**config.mk**
```make
export PLATFORM = sky130hd
export DESIGN_NAME = cpu_int_ctrl
export DESIGN_NICKNAME = d
export VERILOG_FILES = /design/src/rtl/cpu_int_ctrl.sv
export SDC_FILE = /design/constraint.sdc
export NUM_CORES = 1
export LEC_CHECK = 0
export CORE_MARGIN = 1
export CORE_UTILIZATION = 40
export CTS_CLUSTER_DIAMETER = 30
export CTS_CLUSTER_SIZE = 16
export DETAILED_ROUTE_END_ITERATION = 6
export GPL_ROUTABILITY_DRIVEN = 0
export HOLD_SLACK_MARGIN = 0.15
export PLACE_DENSITY = 0.93
export SLEW_MARGIN = 25
export SYNTH_ARGS = -nofsm -noshare
export SYNTH_HDL_FRONTEND = slang
export SYNTH_SLANG_ARGS = --single-unit
```
**constraint.sdc**
```tcl
create_clock -name clk -period 2.4 [get_ports clk]
set_input_delay 0.24 -clock clk [delete_from_list [all_inputs] [get_ports clk]]
set_output_delay 0.24 -clock clk [all_outputs]
set_load 0.02 [all_outputs]
```
**src/rtl/cpu_int_ctrl.sv**
```systemverilog
// Interrupt/reset entry controller: picks the winning source, injects the
// vector fetch instruction into the front end and sequences the pipeline holds.
//
// state      | meaning
// -----------+------------------------------------------------------------
// S_RESET    | held by a_rst; leaves for VECTOR on the first edge after
// S_VECTOR   | injected instruction/argument presented to the front end
// S_SKIP     | one issue slot consumed after the injected instruction
// S_RUN      | normal execution, sources are sampled here
// S_WAIT_SF  | decode stalled until the status-flag request is satisfied
// S_WAIT_INT | WAI: sleeping until rst, NMI or a live IRQ
// S_STOP     | STP: only rst wakes the core
module cpu_int_ctrl #(
    parameter int          N_IRQ    = 4,
    parameter logic [15:0] VEC_BASE = 16'hFFE0,
    parameter logic [15:0] IR_RST   = 16'h132C,
    parameter logic [15:0] IR_INT   = 16'h8322
) (
    input  logic             clk,
    input  logic             a_rst,
    input  logic             rst,
    input  logic             nmi,
    input  logic             brk,
    input  logic [N_IRQ-1:0] irq,
    input  logic [N_IRQ-1:0] irq_en,
    input  logic             op_wai,
    input  logic             op_stp,
    input  logic             op_rti,
    input  logic             op_sei,
    input  logic             op_cli,
    input  logic             ex_free_slot,
    input  logic             sf_query,
    input  logic             sf_busy,
    input  logic             sf_rdy,
    output logic [15:0]      int_ir,
    output logic [15:0]      int_k,
    output logic             replace_ir,
    output logic             replace_k,
    output logic             hold_fetch,
    output logic             hold_decode,
    output logic             nmi_ack,
    output logic [N_IRQ-1:0] irq_ack
);

    typedef enum logic [2:0] {
        S_RESET,
        S_VECTOR,
        S_SKIP,
        S_RUN,
        S_WAIT_SF,
        S_WAIT_INT,
        S_STOP
    } state_t;

    localparam logic [3:0] SLOT_RST  = 4'd0;
    localparam logic [3:0] SLOT_NMI  = 4'd1;
    localparam logic [3:0] SLOT_BRK  = 4'd2;
    localparam logic [3:0] SLOT_IRQ0 = 4'd3;

    state_t           state;
    state_t           state_nxt;
    logic [3:0]       slot;
    logic [3:0]       slot_nxt;
    logic             i_mask;
    logic             nmi_prev;
    logic             nmi_pend;
    logic             nmi_edge;
    logic             sf_status;
    logic [N_IRQ-1:0] irq_live;
    logic             irq_any;
    logic [3:0]       irq_slot;
    logic [3:0]       run_slot;
    logic [3:0]       wait_slot;
    logic             any_pend;
    logic             enter_vec;

    assign nmi_edge = nmi & ~nmi_prev;
    assign irq_live = irq & irq_en & {N_IRQ{~i_mask}};
    assign irq_any  = |irq_live;
    assign any_pend = rst | nmi_pend | brk | irq_any;

    // Lowest-numbered live line wins; scanning downward lets it overwrite.
    always_comb begin
        irq_slot = SLOT_IRQ0;
        for (int i = N_IRQ - 1; i >= 0; i--) begin
            if (irq_live[i]) irq_slot = SLOT_IRQ0 + 4'(i);
        end
    end

    always_comb begin
        if (rst)           run_slot = SLOT_RST;
        else if (nmi_pend) run_slot = SLOT_NMI;
        else if (brk)      run_slot = SLOT_BRK;
        else               run_slot = irq_slot;
    end

    // WAI wakes on everything except a software break.
    always_comb begin
        if (rst)           wait_slot = SLOT_RST;
        else if (nmi_pend) wait_slot = SLOT_NMI;
        else               wait_slot = irq_slot;
    end

    always_comb begin
        state_nxt = state;
        slot_nxt  = slot;
        case (state)
            S_RESET: begin
                state_nxt = S_VECTOR;
                slot_nxt  = SLOT_RST;
            end
            S_VECTOR: begin
                if (ex_free_slot) state_nxt = S_SKIP;
            end
            S_SKIP: begin
                if (ex_free_slot) state_nxt = S_RUN;
            end
            S_RUN: begin
                if (sf_status && sf_query) begin
                    state_nxt = S_WAIT_SF;
                end else if (any_pend && ex_free_slot) begin
                    state_nxt = S_VECTOR;
                    slot_nxt  = run_slot;
                end else if (op_stp) begin
                    state_nxt = S_STOP;
                end else if (op_wai) begin
                    state_nxt = S_WAIT_INT;
                end
            end
            S_WAIT_SF: begin
                if (sf_rdy) state_nxt = S_RUN;
            end
            S_WAIT_INT: begin
                if (rst || nmi_pend || irq_any) begin
                    state_nxt = S_VECTOR;
                    slot_nxt  = wait_slot;
                end
            end
            S_STOP: begin
                if (rst) begin
                    state_nxt = S_VECTOR;
                    slot_nxt  = SLOT_RST;
                end
            end
            default: begin
                state_nxt = S_RESET;
                slot_nxt  = SLOT_RST;
            end
        endcase
        if (rst && state != S_RESET) begin
            state_nxt = S_VECTOR;
            slot_nxt  = SLOT_RST;
        end
    end

    // A sync reset while already in VECTOR counts as a fresh entry.
    assign enter_vec = (state_nxt == S_VECTOR) && ((state != S_VECTOR) || rst);

    always_comb begin
        nmi_ack = enter_vec && (slot_nxt == SLOT_NMI);
        irq_ack = '0;
        for (int i = 0; i < N_IRQ; i++) begin
            irq_ack[i] = enter_vec && (slot_nxt == SLOT_IRQ0 + 4'(i));
        end
    end

    always_ff @(posedge clk or posedge a_rst) begin
        if (a_rst) begin
            state     <= S_RESET;
            slot      <= SLOT_RST;
            i_mask    <= 1'b1;
            nmi_prev  <= 1'b0;
            nmi_pend  <= 1'b0;
            sf_status <= 1'b0;
        end else begin
            state    <= state_nxt;
            slot     <= slot_nxt;
            nmi_prev <= nmi;
            nmi_pend <= nmi_edge | (nmi_pend & ~nmi_ack);
            if (enter_vec || op_sei)     i_mask <= 1'b1;
            else if (op_rti || op_cli)   i_mask <= 1'b0;
            if (sf_status) sf_status <= ~sf_rdy | sf_busy;
            else           sf_status <= sf_busy;
        end
    end

    assign int_k       = VEC_BASE + {11'd0, slot, 1'b0};
    assign int_ir      = (slot == SLOT_RST) ? IR_RST : IR_INT;
    assign replace_ir  = (state == S_VECTOR);
    assign replace_k   = (state == S_VECTOR);
    assign hold_fetch  = (state_nxt != S_RUN);
    assign hold_decode = (state_nxt != S_VECTOR) && (state_nxt != S_RUN);

endmodule

```
==> metrics.txt, run 1 <==
Seq cells post-synth 11; clock skew about 0.0038 ns; share of total power in sequential cells 20.4%; Worst VDD drop about 0.6 mV; status finished, violations left; crit share post-route 117%; PD cells 560 mW/mm^2; top_reg_cell synth dfrtp_1; largest net degree at the start of global routing 13; Cell variety after synth 48; vias post-DR 1,674; Sw Share a little over two fifths; proportion of layout cells with a drive suffix above 1 a little over two fifths; CTS tree yes; H-Tree Level Count 1; TritonCTS Sinks 11; DR WL met3 371 um; CP Class flop to primary output; P_int between 700 and 800 uW; RSZ-0062 raised after global routing true; Post-CTS Hold Buffers 0; max cap viols 0; Fin Setup TNS -1.45 ns; Root Driver clkbuf_4; Top-Level Pins 63; vias in the first global route 1,576; clock network power share about a tenth; CTS Buffer Depth 2; ys async rst share 100%; post-route ant nets 0; CP endpoint kind primary output; Core Box Area 0.00283 mm^2; Finish-stage setup viols 7; Combinational Power Share ~69%; met1 WL a little under 2000 um; filler instances about 180; die height 57.3 um; CTS Buf Count 3; Worst Setup Start Kind flop; gr ovfl total 0; Via density 5.67; Die ar. 0.00328 mm^2; DIE WIDTH about 57 um; met2 WL 2640 um; worst slack, placed -0.946 ns; fmax roughly 360 MHz; Final Max Slew Viols 0; CTS clk-pin slew, worst paths roughly 0.070 ns; Synth Instances ~170; wire per inst ~18 um; worst min-delay path class primary input to async pin; sequential area share after synthesis between 20% and 30%; initial core utilization between 40% and 50%; Max stage delay on crit path 0.46 ns; synth warn 0; port bufs 39; Area Overhead vs Synth 82.4%; Psw approximately 540 uW; final wirelength between 5000 and 6000 um; first-pass GRT wire length approximately 7000 um; Min Clock Period, post-route 2.80 ns; First DRT Iteration DRCs ~140; Ant. Diodes 0; DR top layer met4; initial antenna violation count 0; DP HPWL around 3200 um; CP cell instances buf_6 -> a21oi_1 -> buf_4 -> o21ai_0 -> o211ai_1 -> o211ai_1 -> buf_4 -> nor4_4 -> buf_4; final hold vios 0; Max FO, Critical Path 8; Skew-Pair Late Insertion Delay between 0.2 and 0.3 ns; Lkg Pwr about 0.0010 uW; Min Hold Slack 0.252 ns; setup ws final -0.396 ns; worst path required time roughly 2.2 ns; row cnt 19; nets between 200 and 300; Worst path most repeated cell buf_4; Slowest cell on crit path dfrtp_2; DRC Markers 6; failing checks design-rule violations, negative setup slack; Overall Global Routing Usage roughly 29%; Mapped Avg Cell Area 7.36 um^2; Post-synth EDFFs 0; synthesized cell area roughly 0.0012 mm^2; Worst Path Arrival between 2 and 3 ns; drt pass-1 iters 7
==> routing by layer <==
| metal | vias up | track usage (%) |
|---|---|---|
| met5 | - | 0 |
| met4 | 0 | 20.2 |
| met3 | 32 | 3.40 |
| met2 | 116 | 49.6 |
| met1 | 779 | 32.5 |
| li1 | 747 | - |
==> Yosys cell counts (all sizes together) (2+ instances only) <==
| cell | number | area [um^2] |
|---|---|---|
| a21o | 4 | 30.0 |
| a21oi | 11 | 55.1 |
| and2 | 3 | 18.8 |
| buf | 32 | 228 |
| clkbuf | 2 | 7.51 |
| conb | 2 | 7.51 |
| dfrtp | 10 | 250 |
| inv | 10 | 37.5 |
| nand2 | 13 | 48.8 |
| nand2b | 3 | 18.8 |
| nand3 | 6 | 30.0 |
| nand4 | 5 | 31.3 |
| nor2 | 12 | 45.0 |
| nor2b | 3 | 18.8 |
| nor3 | 6 | 30.0 |
| nor4b | 2 | 23.8 |
| o211ai | 4 | 30.0 |
| o21ai | 7 | 35.0 |
| o22ai | 3 | 18.8 |
| or3 | 2 | 12.5 |
| or4 | 2 | 15.0 |
==> power groups by stage <==
stage                     combinational [uW]  clock [uW]  sequential [uW]
final                                    864         129              255
after CTS                                780         128              246
after global routing                     905         141              256
after detailed placement                 681           0              244
after global placement                   660           0              242
after floorplan                          359           0              233
==> flip-flops by register name (all words and copies together) (netlist names) <==
| name | cells |
|---|---|
| nmi_pend | 1 |
| i_mask | 1 |
| nmi_prev | 1 |
| state | 3 |
| slot | 4 |
| sf_status | 1 |
==> repair_timing <==
action,CTS,global route
setup endpoints to repair,7,9
gates resized for setup,75,30
buffers inserted,10,7
hold endpoints to repair,0,0
pin swaps,15,15
==> stage by stage <==
step                total power, uW  cell area [um^2]  util [%]  std cells
floorplan                       591              1300         -        187
global placement                903              1880      66.6        275
detailed placement              925              1880      66.6        275
CTS                            1150              2120      74.9        289
global route                   1300              2230      78.7        295
finish                         1250              2230      78.7        295
==> critical path, delay by kind of cell (launching register included) <==
kind            cells  cell delay [ns]
buf+inv             4             0.72
simple gates        1             0.26
flops               1             0.46
compound gates      4             0.84
==> placed cells by master, fill, tap and decap left out, drive strengths merged, types with 3 or more instances in the layout <==
master and n:
dlygate4sd2 4, nor2 12, dfrtp 10, conb 23, nand2 13, and2 3
clkdlybuf4s50 23, clkbuf 9, nand4 5, o21ai 7, buf 73, nor2b 3
inv 10, o22ai 3, o211ai 4, a21oi 11, nand2b 3, a21o 4
nand3 6, nor3 6
==> kinds of logic after synthesis <==
kind of cell / share of synthesized area [%]
AOI/OAI and AO/OA: 24.6
buffers and inverters: 22.3
DFF: 22.6
other: 0.615
and+or+nand+nor: 29.8
==> cell type report <==
class	instances	area (um^2)	share of cell area (%)
timing repair buffer	107	917	41.2
tap	31	38.8	1.74
sequential	11	282	12.6
multi-input combinational	132	926	41.6
inverter	10	37.5	1.69
clock buffer	4	26.3	1.18
==> final timing paths <==
kind                           from          to  slack (ns)  depth (start not counted)
setup reg to reg           state[1]    nmi_pend        0.12                         10
setup / recovery           state[0]  irq_ack[3]       -0.40                          9
hold / removal                a_rst     slot[2]        0.25                          2
min in group clk                nmi    nmi_prev        0.44                          1
hold reg to reg            nmi_prev    nmi_pend        0.45                          1
max in group asynchronous     a_rst      i_mask        1.83                          2
No activity file was read; power rests on OpenSTA's default activity.
==> inputs of run 2 (changes only) <==
- CAP_MARGIN: unset -> 0
- CORE_MARGIN: 1 -> 3
==> run 2 against run 1 <==
- the flow finishes with violations (negative setup slack)
- sequential power decreased by 3%
- worst hold slack improved by 0.0096 ns
- via count decreased by 0.12%
- routed wire length barely moved
- power increased by 1.4%
- largest power group unchanged
- highest routed layer unchanged
==> metrics.txt, run 2 (same netlist as run 1, synthesis figures left out) <==
Final Max Slew Viols 0; met2 WL between 2000 and 3000 um; nets approximately 280; vias in the first global route 1,515; commonest non-fill, non-tap cell in the layout buf_4; Max FO, Critical Path 3; largest net degree at the start of global routing 16; RSZ-0062 raised after global routing true; row cnt 19; initial core utilization ~43%; CTS clk-pin slew, worst paths ~0.070 ns; post-route ant nets 0; status finished, violations left; Cell Area, Placed roughly 0.0019 mm^2; Worst VDD drop between 0.4 and 0.5 mV; crit share post-route 115%; setup ws final -0.364 ns; fmax 362 MHz; DRC Markers 0; CTS Buffer Depth 2; max reg flops 4; final hold vios 0; Area Overhead vs Synth 77.0%; Ant. Diodes 0; drt pass-1 iters 5; Worst Setup Start Kind primary input; Via density about 6; largest registers slot (4), state (3); port bufs 39; Core Box Area 0.00283 mm^2; Worst path most repeated cell buf_4; Rel. slew slack roughly 66%; proportion of layout cells with a drive suffix above 1 between 30% and 40%; DR WL met3 approximately 500 um; initial antenna violation count 0; Overall Global Routing Usage 25.0%; TritonCTS Sinks 11; Design Area, Final approximately 0.0022 mm^2; DIE WIDTH between 60 and 70 um; most frequent cells in the layout buf_4, conb_1, clkdlybuf4s50_1; PD cells just under 600 mW/mm^2; Top-Level Pins between 60 and 70; max cap viols 0; Slowest cell on crit path o211ai_1; Skew-Pair Late Insertion Delay approximately 0.26 ns; most flop-heavy register slot; first-pass GRT wire length 6940 um; wire per inst 18.3 um; DR top layer met4; Max stage delay on crit path 0.43 ns; worst min-delay path class primary input to async pin; First DRT Iteration DRCs ~140; clock skew between 0.002 and 0.0025 ns; Finish-stage setup viols 5; CP cell instances dlygate4sd2_1 -> a222oi_1 -> buf_4 -> a21o_1 -> a21o_1 -> buf_4 -> a311oi_2 -> buf_4 -> o211ai_1 -> nor2_1 -> buf_2; CTS Buf Count 3; Worst Path Arrival 2.52 ns; worst path required time around 2.2 ns; Worst Tran Pin Value about 0.52 ns; Die ar. 0.00375 mm^2; CP endpoint kind primary output; Lkg Pwr a little over 0.001 uW; Root Driver clkbuf_4; H-Tree Level Count 1; DP HPWL ~3200 um; CP Class primary input to primary output; vias post-DR about 1.7k; die height 61.3 um; final wirelength approximately 5200 um; worst slack, placed -0.875 ns; Post-CTS Hold Buffers 0; Min Hold Slack 0.262 ns; dpl cells 269; CTS tree yes; gr ovfl total 0; post-route non-filler standard cell count 287; Min Clock Period, post-route roughly 2.8 ns; failing checks negative setup slack; met1 WL ~1900 um
## run 2: changes by cell type in the layout (fill, tap and decap cells not counted), sizes merged
cell | before | now
buf | 73 | 65
clkbuf | 9 | 6
clkdlybuf4s50 | 23 | 21
dlygate4sd2 | 4 | 7
dlymetal6s2s | 0 | 2
## run 2: routing by layer
metal	global-route usage, %	vias to the layer above
met2	41.4	134
li1	-	733
met3	2.52	38
met4	16.4	0
met1	30.6	767
met5	0	-
## run 2: stage by stage
step / power (uW) / utilization [%] / TNS (ns)
final: 1260 / 76.4 / -1.20
after global routing: 1330 / 76.4 / -1.66
after CTS: 1110 / 71.1 / -0.620
after detailed placement: 911 / 65.5 / -5.07
after global placement: 895 / 65.5 / -4.90
after floorplan: 591 / - / -0.0633
## run 2: layout make-up
type	instances	area, um^2
multi-input combinational	132	910
timing repair buffer	99	871
fill	181	667
sequential	11	279
tap	31	38.8
inverter	10	37.5
clock buffer	4	26.3
## run 2: what timing repair did
item,in CTS,in global routing
setup endpoints to repair,7,9
pin swaps,16,16
cloned,0,1
gates resized for setup,63,29
setup buffers,8,7
## run 2: path summary, 6_finish.rpt
path / start / endpoint / slack [ns] / cells after the start
setup / recovery: irq[2] / irq_ack[2] / -0.36 / 11
setup reg to reg: state[1] / nmi_pend / 0.34 / 11
min in group clk: nmi_prev / nmi_pend / 0.43 / 1
max in group asynchronous: a_rst / i_mask / 1.81 / 2
hold / removal: a_rst / slot[1] / 0.26 / 2
hold reg to reg: nmi_prev / nmi_pend / 0.43 / 1
## run 2: power breakdown
| part | internal [uW] | leakage (uW) | switching, uW |
|---|---|---|---|
| Sequential | 212 | 0.000134 | 35.2 |
| Combinational | 447 | 0.000876 | 444 |
| Clock | 64.3 | 0.0000150 | 61.6 |
| Total | 724 | 0.00102 | 541 |
## run 2: critical path, delay by kind of cell
kind / cells / cell delay, ns
simple gates: 1 / 0.09
compound gates: 5 / 1.28
buf+inv: 5 / 0.91
